### config.mk
export PLATFORM = sky130hd
export DESIGN_NAME = csa_accum_ctrl
export DESIGN_NICKNAME = d
export VERILOG_FILES = /design/src/rtl/csa_accum_ctrl.sv
export SDC_FILE = /design/constraint.sdc
export NUM_CORES = 1
export LEC_CHECK = 0
export BUFFER_PORTS_ARGS = -buffer_cell sky130_fd_sc_hd__buf_2
export CAP_MARGIN = 20
export CORE_ASPECT_RATIO = 0.9
export CORE_MARGIN = 4
export CORE_UTILIZATION = 30
export CTS_BUF_LIST = sky130_fd_sc_hd__clkbuf_8
export CTS_CLUSTER_SIZE = 10
export DETAILED_ROUTE_END_ITERATION = 10
export HOLD_SLACK_MARGIN = 0.12
export SLEW_MARGIN = 20
export SYNTH_ARGS = -nofsm -noshare
export SYNTH_HDL_FRONTEND = slang
export SYNTH_SLANG_ARGS = --single-unit
### constraint.sdc
create_clock -name clk_i -period 5.38 [get_ports clk_i]
set_input_delay 0.269 -clock clk_i [delete_from_list [all_inputs] [get_ports clk_i]]
set_output_delay 0.269 -clock clk_i [all_outputs]
set_load 0.05 [all_outputs]
### src/rtl/csa_accum_ctrl.sv
// Multi-beat carry-save accumulator controller.
// Each accepted beat folds two signed operands into a sum/carry pair through a
// shared 4:2 compressor. After the last beat a single carry-propagate add
// resolves the group total, which is then held on a valid/ready result port.

// 4:2 compressor built from two full-adder layers.
// The identity sum + carry == x0 + x1 + x2 + x3 holds modulo 2^OUT_SIZE.
// It is meant to be used with OUT_SIZE == IN_SIZE + 1.
module csa_compress_4to2 #(
  parameter int IN_SIZE  = 24,
  parameter int OUT_SIZE = 25
) (
  input  logic [IN_SIZE-1:0]  x0,
  input  logic [IN_SIZE-1:0]  x1,
  input  logic [IN_SIZE-1:0]  x2,
  input  logic [IN_SIZE-1:0]  x3,
  output logic [OUT_SIZE-1:0] sum,
  output logic [OUT_SIZE-1:0] carry
);

  logic [IN_SIZE-1:0]  s1_s;
  logic [IN_SIZE-1:0]  maj1_s;
  logic [OUT_SIZE-1:0] s1_ext_s;
  logic [OUT_SIZE-1:0] x3_ext_s;
  logic [OUT_SIZE-1:0] c1_s;
  logic [OUT_SIZE-2:0] maj2_s;

  // First layer: reduce x0, x1, x2 to a sum vector and a shifted carry vector.
  assign s1_s   = x0 ^ x1 ^ x2;
  assign maj1_s = (x0 & x1) | (x0 & x2) | (x1 & x2);
  assign c1_s   = {maj1_s, 1'b0};

  // Second layer: fold x3 in together with the first-layer outputs.
  assign s1_ext_s = OUT_SIZE'(s1_s);
  assign x3_ext_s = OUT_SIZE'(x3);
  assign sum      = s1_ext_s ^ x3_ext_s ^ c1_s;
  assign maj2_s   = (s1_ext_s[OUT_SIZE-2:0] & x3_ext_s[OUT_SIZE-2:0])
                  | (s1_ext_s[OUT_SIZE-2:0] & c1_s[OUT_SIZE-2:0])
                  | (x3_ext_s[OUT_SIZE-2:0] & c1_s[OUT_SIZE-2:0]);
  assign carry    = {maj2_s, 1'b0};

endmodule

module csa_accum_ctrl #(
  parameter int IN_SIZE  = 14,
  parameter int ACC_SIZE = 24,
  parameter int CNT_W    = 8
) (
  input  logic                clk_i,
  input  logic                rst_ni,
  input  logic                clear_i,
  input  logic                in_valid_i,
  output logic                in_ready_o,
  input  logic [IN_SIZE-1:0]  in_a_i,
  input  logic [IN_SIZE-1:0]  in_b_i,
  input  logic                in_last_i,
  output logic                res_valid_o,
  input  logic                res_ready_i,
  output logic [ACC_SIZE-1:0] res_o,
  output logic [CNT_W-1:0]    res_beats_o,
  output logic                busy_o
);

  typedef enum logic [1:0] {
    ST_ACCUM   = 2'd0,
    ST_RESOLVE = 2'd1,
    ST_DONE    = 2'd2
  } state_t;

  localparam logic [CNT_W-1:0]    CNT_ZERO = {CNT_W{1'b0}};
  localparam logic [CNT_W-1:0]    CNT_MAX  = {CNT_W{1'b1}};
  localparam logic [ACC_SIZE-1:0] ACC_ZERO = {ACC_SIZE{1'b0}};

  // Beat counter increment that sticks at the all-ones value.
  function automatic logic [CNT_W-1:0] sat_inc(input logic [CNT_W-1:0] v);
    logic [CNT_W-1:0] r;
    if (v == CNT_MAX) begin
      r = v;
    end else begin
      r = v + {{(CNT_W-1){1'b0}}, 1'b1};
    end
    return r;
  endfunction

  state_t              state_r;
  logic [ACC_SIZE-1:0] acc_sum_r;
  logic [ACC_SIZE-1:0] acc_carry_r;
  logic [CNT_W-1:0]    count_r;
  logic [ACC_SIZE-1:0] res_r;
  logic [CNT_W-1:0]    res_beats_r;
  logic                res_valid_r;

  logic [ACC_SIZE-1:0] op_a_s;
  logic [ACC_SIZE-1:0] op_b_s;
  logic [ACC_SIZE:0]   cmp_sum_s;
  logic [ACC_SIZE:0]   cmp_carry_s;
  logic                in_ready_s;
  logic                beat_acc_s;
  logic                busy_s;
  logic                unused_top_s;

  // Operands enter the accumulator domain sign-extended.
  assign op_a_s = {{(ACC_SIZE-IN_SIZE){in_a_i[IN_SIZE-1]}}, in_a_i};
  assign op_b_s = {{(ACC_SIZE-IN_SIZE){in_b_i[IN_SIZE-1]}}, in_b_i};

  csa_compress_4to2 #(
    .IN_SIZE  (ACC_SIZE),
    .OUT_SIZE (ACC_SIZE + 1)
  ) u_compress (
    .x0    (op_a_s),
    .x1    (op_b_s),
    .x2    (acc_sum_r),
    .x3    (acc_carry_r),
    .sum   (cmp_sum_s),
    .carry (cmp_carry_s)
  );

  // Bit ACC_SIZE has weight 2^ACC_SIZE and vanishes under modulo arithmetic.
  assign unused_top_s = cmp_sum_s[ACC_SIZE] ^ cmp_carry_s[ACC_SIZE];

  // Beats are only taken while collecting, and never in a clear cycle.
  always_comb begin
    in_ready_s = 1'b0;
    if (state_r == ST_ACCUM) begin
      in_ready_s = !clear_i;
    end else begin
      in_ready_s = 1'b0;
    end
  end

  assign beat_acc_s = in_valid_i & in_ready_s;
  assign busy_s     = (state_r != ST_ACCUM) || (count_r != CNT_ZERO);

  // Control FSM with the accumulator, counter and result registers.
  always_ff @(posedge clk_i or negedge rst_ni) begin
    if (!rst_ni) begin
      state_r     <= ST_ACCUM;
      acc_sum_r   <= ACC_ZERO;
      acc_carry_r <= ACC_ZERO;
      count_r     <= CNT_ZERO;
      res_r       <= ACC_ZERO;
      res_beats_r <= CNT_ZERO;
      res_valid_r <= 1'b0;
    end else if (clear_i) begin
      // Abort wins over everything; the last result value is simply held.
      state_r     <= ST_ACCUM;
      acc_sum_r   <= ACC_ZERO;
      acc_carry_r <= ACC_ZERO;
      count_r     <= CNT_ZERO;
      res_valid_r <= 1'b0;
    end else begin
      case (state_r)
        ST_ACCUM: begin
          if (beat_acc_s) begin
            acc_sum_r   <= cmp_sum_s[ACC_SIZE-1:0];
            acc_carry_r <= cmp_carry_s[ACC_SIZE-1:0];
            count_r     <= sat_inc(count_r);
            if (in_last_i) begin
              state_r <= ST_RESOLVE;
            end else begin
              state_r <= ST_ACCUM;
            end
          end else begin
            state_r <= ST_ACCUM;
          end
        end
        ST_RESOLVE: begin
          res_r       <= acc_sum_r + acc_carry_r;
          res_beats_r <= count_r;
          res_valid_r <= 1'b1;
          state_r     <= ST_DONE;
        end
        ST_DONE: begin
          if (res_ready_i) begin
            acc_sum_r   <= ACC_ZERO;
            acc_carry_r <= ACC_ZERO;
            count_r     <= CNT_ZERO;
            res_valid_r <= 1'b0;
            state_r     <= ST_ACCUM;
          end else begin
            state_r <= ST_DONE;
          end
        end
        default: begin
          acc_sum_r   <= ACC_ZERO;
          acc_carry_r <= ACC_ZERO;
          count_r     <= CNT_ZERO;
          res_valid_r <= 1'b0;
          state_r     <= ST_ACCUM;
        end
      endcase
    end
  end

  assign in_ready_o  = in_ready_s;
  assign res_valid_o = res_valid_r;
  assign res_o       = res_r;
  assign res_beats_o = res_beats_r;
  assign busy_o      = busy_s;

endmodule

; ---- Word level (Yosys, flattened, before mapping)
; Index checks and enable logic that the tools add are counted.
[word_totals]
out_inout_bits = 35
regBits = 91
word_cells = 63
in_bits = 34
[classes]
n_eq_ne = 8
n_mux = 21
n_reduce_logical = 9
n_bitwise = 16
add_sub_neg = 2
[ops]
columns = op, count
row1 = one-hot mux 24 bit (3 select lines), 2
row2 = bitwise AND 23 bit, 6
row3 = two-way mux 24 bit, 5
row4 = XOR 24 bit, 4
row5 = OR 23 bit, 4
row6 = two-way mux 8 bit, 4
row7 = adder 24 bit, 1
row8 = one-hot mux 8 bit (3 select lines), 1
row9 = inequality test 3 bit (second input constant), 3
row10 = adder 8 x 1 -> 8 bit (second input constant), 1
row11 = equality test 8 bit (second input constant), 1
row12 = nonzero test 8 bit, 1
row13 = two-way mux 2 bit, 3
row14 = one-hot mux 2 bit (3 select lines), 1
row15 = two-way mux 1 bit, 4
row16 = inequality test 2 bit (second input constant), 2
row17 = AND reduction 2 bit, 2
row18 = AND reduction 4 bit, 1
row19 = one-hot mux 1 bit (3 select lines), 1
row20 = AND reduction 3 bit, 1
row21 = equality test 2 x 1 -> 1 bit (second input constant), 1
row22 = equality test 2 bit (second input constant), 1
row23 = logical NOT 2 bit, 1
row24 = nonzero test 2 bit, 1
row25 = other kinds (4), 4

; ---- Longest topological paths before layout
; Gate-level depths: netlist of the first run.
[logic_depth]
word_depth = 9
depth_mapped = 9
mapped_depth_nobuf = 9

; ---- Cells and area by module
; Synthesis of the first run repeated with hierarchy kept, for this count alone.
[unflattened]
hier_cells = 500
hier_area_um2 = 5607.9
[modules_own_cells]
columns = mod, seq_area_each_um2, instances, area_per_inst_um2, cells_each
row1 = csa_accum_ctrl, 2277.2, 1, 4624.4, 445
row2 = csa_compress_4to2, 0.0, 1, 983.4, 55

; ---- Least setup slack after synthesis of the first run
; No wires, ideal clock.
[synth_path]
path_kind = flip-flop to flip-flop
startpoint = register state_r[1]
endpoint = register count_r[4]
t_required_ns = 5.257
t_arrival_ns = 2.459
n_path_buf = 0
setup_slack_ns = 2.798
period_less_slack_ns = 2.582
path_stages_with_launch = 6
cell_sequence = dfrtp_1 > nor3_1 > a32oi_4 > nand4_1 > xor2_1 > nor2_1
[synth_via]
elab_chain_cells = 5
[synth_rtl]
columns = element, line
row1 = start: declaration, 85  ; state_t state_r;
row2 = start signal: assignment, 137  ; state_r <= ST_ACCUM;
row3 = start signal: assignment, 146  ; state_r <= ST_ACCUM;
row4 = start signal: assignment, 159  ; state_r <= ST_RESOLVE;
row5 = logical NOT 2 bit, 124  ; if (state_r == ST_ACCUM) begin
row6 = two-way mux 1 bit, 124
row7 = via in_ready_o, 53  ; output logic in_ready_o,
row8 = bitwise AND 1 bit, 131  ; assign beat_acc_s = in_valid_i & in_ready_s;
row9 = inequality test 3 bit (no source line), -
row10 = AND reduction 4 bit (no source line), -
row11 = end signal: assignment, 157  ; count_r <= sat_inc(count_r);
row12 = end: declaration, 88  ; logic [CNT_W-1:0] count_r;
; The timed path passes the listed nets, and every way through them passes these cells.
; A chain may end at the register's enable or synchronous reset.

; ---- Worst setup path after layout of the first run
[layout_path]
startpoint = register acc_sum_r[2]
endpoint = register res_r[20], in the netlist res_o[20]
[layout_via]
elab_chain_cells = 1
[layout_rtl]
columns = element, line
row1 = start: declaration, 86  ; logic [ACC_SIZE-1:0] acc_sum_r;
row2 = start signal: assignment, 155  ; acc_sum_r <= cmp_sum_s[ACC_SIZE-1:0];
row3 = adder 24 bit, 168  ; res_r <= acc_sum_r + acc_carry_r;
row4 = end signal: assignment, 168
row5 = end: declaration, 89  ; logic [ACC_SIZE-1:0] res_r;
; No other way between the ends.

==> results of run 1 <==
sequential cells by signal (all words and copies together), names as in the netlist:
signal       count
acc_sum_r       24
res_o           24
res_valid_o      1
state_r          2
res_beats_o      8
acc_carry_r     22
count_r          8
path summary, 6_finish.rpt:
kind	to	start	depth (start not counted)	slack, ns
max in group asynchronous	acc_sum_r[21]	rst_ni	3	3.93
worst max register to register	res_o[20]	acc_sum_r[2]	9	2.85
worst min-delay path	state_r[0]	in_valid_i	2	0.16
worst max-delay path	res_o[20]	acc_sum_r[2]	9	2.85
min in group asynchronous	acc_carry_r[6]	rst_ni	2	0.36
worst min register to register	res_o[0]	res_o[0]	2	0.48
critical path: cells and delay by family (launching register included):
family | cells | cell delay, ns
DFF | 1 | 0.42
and+or+nand+nor | 2 | 0.41
buffers and inverters | 1 | 0.07
AOI/OAI and AO/OA | 4 | 0.89
adders and majority gates | 2 | 0.63
routing by layer:
| metal | track usage | vias to the layer above |
|---|---|---|
| li1 | - | 1941 |
| met1 | 0.175 | 2025 |
| met2 | 0.195 | 96 |
| met3 | 0.0360 | 14 |
| met4 | 0.0272 | 2 |
| met5 | 0 | - |
timing repair:
| action | CTS | global route |
|---|---|---|
| endpoints found under the hold margin | 34 | 0 |
| hold buffers | 3 | 0 |
| setup endpoints to repair | 0 | 0 |
final cells by class:
| class | instances | area, sq um |
|---|---|---|
| sequential | 89 | 2230 |
| clock inverter | 7 | 53.8 |
| multi-input combinational | 380 | 3110 |
| inverter | 10 | 37.5 |
| tap | 240 | 300 |
| clock buffer | 9 | 124 |
| timing repair buffer | 75 | 407 |
| fill | 1795 | 11500 |
cell families (layout without fill, tap and decap cells):
kind of cell    after synthesis  after routing
compound gates              142            142
xor+xnor                     22             22
fa+ha+maj                    70             70
buf+inv                      35            101
flops                        89             89
mux                           2              2
simple gates                144            144
placed cells by master (no fill, tap or decap), types with 14 or more instances in the layout:
master / netlist / final
dfrtp_1: 89 / 89
nand2_1: 72 / 72
buf_2: 5 / 67
a22o_1: 46 / 46
fa_1: 45 / 45
a21oi_1: 26 / 26
ha_1: 25 / 25
o21ai_0: 24 / 24
nor2_1: 17 / 17
o21ai_1: 16 / 16
xor2_1: 14 / 14
through the flow:
stage / total power (uW) / utilization / cell area, sq um
after floorplan: 1420 / - / 5490
after global placement: 1620 / 0.340 / 6040
after detailed placement: 1640 / 0.340 / 6050
after CTS: 2090 / 0.352 / 6260
after global routing: 2200 / 0.352 / 6260
final: 2050 / 0.352 / 6260
where the power goes:
group | internal [uW] | total (uW) | switching (uW) | leakage, uW
Clock | 172 | 434 | 262 | 0.0000880
Combinational | 253 | 757 | 504 | 0.00164
Sequential | 771 | 862 | 91.9 | 0.00120
Total | 1200 | 2050 | 858 | 0.00293
cells in the mapped netlist (3+ instances only):
cell type   n
a21o_1      3
a21oi_1    26
clkbuf_1   12
and2_1      4
xnor2_1     8
and3_1      5
nor2b_1     3
o211ai_1    6
o21a_1      3
ha_1       25
a22o_1     46
inv_1      10
nand4_1    13
nor2_1     17
o21ai_0    24
nand3_1     8
or3_1       4
a211oi_1    4
fa_1       45
o21ai_1    16
buf_4       6
dfrtp_1    89
buf_2       5
nand2_1    72
nand2b_1    4
nor3_1      4
xor2_1     14
o311ai_1    3
==> qor.yml, run 1 <==
cts_setup_buffers: 0
drt_iter0_drc: 215
worst_pin_slew_ns: 0.949
synth-seq-cells: 89
die-height_microns: 136
fmax_mhz: 395
timing.final.crit_share: 0.470
drtPass1Iterations: 4
synth_warnings: 0
routed-wl-met3_microns: 791
drive_above_1_share: 0.163
core_sq_mm: 0.0178
pre_cts_slack_ns: 2.92
setup_viol: 0
fin_ws_ns: 2.85
ys_types: 48
final_hold_viol_count: 0
grt_pass1_wl_mm: 20.5
syn-cell-area_sq_mm: 0.00549
post-dp-hpwl_mm: 9.34
via_per_inst: 5.03
area_delta_synth_final_pct: 13.9
p_per_area_mw_per_mm2: 328
fin_crit_ns: 2.53
root_buffer: "clkbuf_8"
ys_top_cells_by_area: "dfrtp_1 41%, fa_1 16%, a22o_1 7.3%"
p_leak_uw: 0.00293
syn_inst: 504
synth-simple-area-share: 0.124
crit_required_ns: 5.65
highest_layer: "met5"
drc_errors: 0
startpoint_type: "register"
antenna_found_initial: 1
gp_congestion: 0.843
slew_headroom: 0.368
final_nets: 669
yosysTopAreaCellShare: 0.405
status: "finished clean"
dieArea_sq_mm: 0.0205
cts_max_level: 3
wl_met2_mm: 5.52
die_w_microns: 151
wl_met1_mm: 5.79
drt-total-wl_mm: 12.2
final_antenna_net_count: 0
pin_count: 69
worstSetupEndpointType: "register"
cts_tree: "done"
synthAdderAreaFrac: 0.221
start_util: 0.309
wl_per_cell_microns: 15.1
numPortBuffers: 68
worst_ir_drop_vdd_v: 0.000120
clock_latency_ns: 0.38
async_reset_ff_frac: 1.00
fin_hold_ws_ns: 0.163
cts_buffers: 9
max_cap_viol_count: 0
synth_top_family_by_area: "adder cells"
holdCritPathClass: "in -> reg"
setup_tns_ns: 0
place_inst: 791
avgSynthCellArea_sq_um: 10.9
worstPathArrival_ns: 2.80
rsz0062_at_grt: "no"
grt_overflow: 0
syn_nets: 608
grt_max_degree: 58
synth-compound-area-share: 0.181
synth_ff_type: "dfrtp_1"
max_stage_delay_ns: 0.42
worstPathMaxFanout: 5
synth_xor_area_frac: 0.0351
clock_skew_ns: 0.0122
muxShareOfSynthArea: 0.00387
synth_area_leader_cell: "dfrtp_1"
slew_viol_final: 0
ys_seq_area_frac: 0.405
vias: 4078
max-clock-path-buffers: 2
grt_use_total: 0.125
diodes: 0
cts_resized: 0
clk_pin_slew_ns: 0.10
slowest_stage: "dfrtp_1"
cts_sinks: 89
grt_pass1_vias: 4067
synth_edf_count: 0
crit_chain: "ha_1 -> inv_1 -> fa_1 -> and2b_1 -> o2111ai_1 -> a21oi_2 -> o211ai_1 -> and2_1 -> o311ai_1"
rows: 46
final_cells: 810
crit_type: "reg -> reg"
No activity file was read; power rests on OpenSTA's default activity.
==> inputs of run 2 (changes only) <==
Clock period 5.38 ns to 2.5 ns, I/O delays scaled along.
==> qor.yml, run 2 (synthesis results as in run 1) <==
grt_use_total: 0.131  # was 0.125
numPortBuffers: 68  # unchanged
fmax_mhz: 423  # was 395 MHz
max-clock-path-buffers: 2  # unchanged
startpoint_type: "register"  # unchanged
worst_ir_drop_vdd_v: 0.000232  # was 0.000120 V
place_area_sq_mm: 0.00612  # was 0.00605 sq mm
via_per_inst: 5.01  # was 5.03
final_common_cell: "dfrtp_1"  # unchanged
drc_errors: 0  # unchanged
design_area_sq_mm: 0.00642  # was 0.00626 sq mm
worst_pin_slew_ns: 0.617  # was 0.949 ns
worstSetupEndpointType: "register"  # unchanged
die-height_microns: 136  # unchanged
p_leak_uw: 0.00299  # was 0.00293 uW
final_antenna_net_count: 0  # unchanged
worstPathArrival_ns: 2.62  # was 2.80 ns
fin_hold_ws_ns: 0.173  # was 0.163 ns
pin_count: 69  # unchanged
post-dp-hpwl_mm: 9.68  # was 9.34 mm
nFillCells: 1765  # was 1,795
holdCritPathClass: "in -> reg"  # unchanged
worstPathMaxFanout: 4  # was 5
antenna_found_initial: 1  # unchanged
top_usage_layer: "met2"  # unchanged
grt_use_met2: 0.206  # was 0.195
grt_pass1_vias: 4274  # was 4,067
dieArea_sq_mm: 0.0205  # unchanged
clock_skew_ns: 0.0153  # was 0.0122 ns
setup_viol: 0  # unchanged
drt_iter0_drc: 226  # was 215
pre_cts_slack_ns: 0.0452  # was 2.92 ns
setup_tns_ns: 0  # unchanged
vias: 4113  # was 4,078
wl_per_cell_microns: 15.4  # was 15.1 microns
grt_overflow: 0  # unchanged
diodes: 0  # unchanged
clk_pin_slew_ns: 0.10  # about the same
fin_ws_ns: 0.136  # was 2.85 ns
grt_util_met1: 0.185  # was 0.175
root_buffer: "clkbuf_8"  # unchanged
grt_max_degree: 57  # was 58
cts_max_level: 3  # unchanged
p_per_area_mw_per_mm2: 692  # was 328 mW/mm^2
use_met3: 0.0280  # was 0.0360
cts_buffers: 9  # unchanged
die_w_microns: 151  # unchanged
final_hold_viol_count: 0  # unchanged
core_sq_mm: 0.0178  # unchanged
drt-total-wl_mm: 12.6  # was 12.2 mm
drive_above_1_share: 0.184  # was 0.163
slew_headroom: 0.587  # was 0.368
crit_required_ns: 2.76  # was 5.65 ns
fin_crit_ns: 2.36  # was 2.53 ns
cts_sinks: 89  # unchanged
layout_common_cells: "89 x dfrtp_1, 72 x nand2_1, 67 x buf_2, 46 x a22o_1, 45 x fa_1"  # unchanged
crit_type: "reg -> reg"  # unchanged
slew_viol_final: 0  # unchanged
final_nets: 680  # was 669
gp_congestion: 0.841  # was 0.843
cts_tree: "done"  # unchanged
grt_pass1_wl_mm: 21.7  # was 20.5 mm
status: "finished clean"  # unchanged
drtPass1Iterations: 4  # unchanged
rows: 46  # unchanged
area_delta_synth_final_pct: 16.9  # was 13.9%
timing.final.crit_share: 0.945  # was 0.470
start_util: 0.309  # unchanged
clock_latency_ns: 0.38  # about the same
max_cap_viol_count: 0  # unchanged
-- run 2: cell types whose count changed in the layout (fill, tap and decap cells not counted), moves of 3 or more --
cell,previous run,this run
buf_4,4,10
buf_12,0,3
dlygate4sd3_1,3,6
inv_6,3,0
-- run 2: what timing repair did --
action                     4_1_cts  5_1_grt
resized for setup                0        7
hold endpoints to repair        49        0
setup buffers                    0        4
setup endpoints to repair        0        6
hold buffers                     6        0
-- run 2: cell type report --
cell class,instances,area (sq um),share of cell area
multi-input combinational,380,3160,0.491
sequential,89,2230,0.347
timing repair buffer,86,531,0.0826
tap,240,300,0.0467
clock buffer,9,124,0.0193
clock inverter,7,48.8,0.00760
inverter,10,37.5,0.00584
-- run 2: worst max-delay path, stage by stage (launching register included) --
cell and delay, ns:
dfrtp_1 0.44, ha_4 0.15, inv_1 0.04, fa_1 0.38
and2b_1 0.24, o2111ai_2 0.15, a21oi_4 0.25, o211ai_1 0.15
buf_4 0.17, mux2i_1 0.15, o311ai_1 0.11
-- run 2: path summary, 6_finish.rpt --
kind	startpoint	endpoint	slack [ns]	cells after the start
max	acc_sum_r[2]	res_o[18]	0.14	10
min	in_b_i[0]	acc_sum_r[0]	0.17	3
max reg2reg	acc_sum_r[2]	res_o[18]	0.14	10
min reg2reg	res_beats_o[2]	res_beats_o[2]	0.47	2
max in group asynchronous	rst_ni	res_o[22]	1.61	3
min in group asynchronous	rst_ni	acc_carry_r[6]	0.24	2
-- run 2: power by group --
part / total (uW) / internal (uW) / switching [uW]
clock: 905 / 359 / 546
sequential: 1860 / 1660 / 200
combinational: 1680 / 574 / 1110
-- run 2: layer usage --
| layer | wire (microns) | up-vias | part of all wire |
|---|---|---|---|
| li1 | - | 1956 | - |
| met1 | 5920 | 2061 | 0.47 |
| met2 | 5890 | 82 | 0.47 |
| met3 | 638 | 12 | 0.051 |
| met4 | 136 | 2 | 0.011 |
| met5 | 20 | - | 0.0016 |
-- run 2: through the flow --
stage	instances	utilization	power (uW)
floorplan	504	-	3060
global placement	795	0.344	3510
detailed placement	795	0.344	3560
CTS	817	0.357	4470
global route	821	0.361	4750
finish	821	0.361	4440
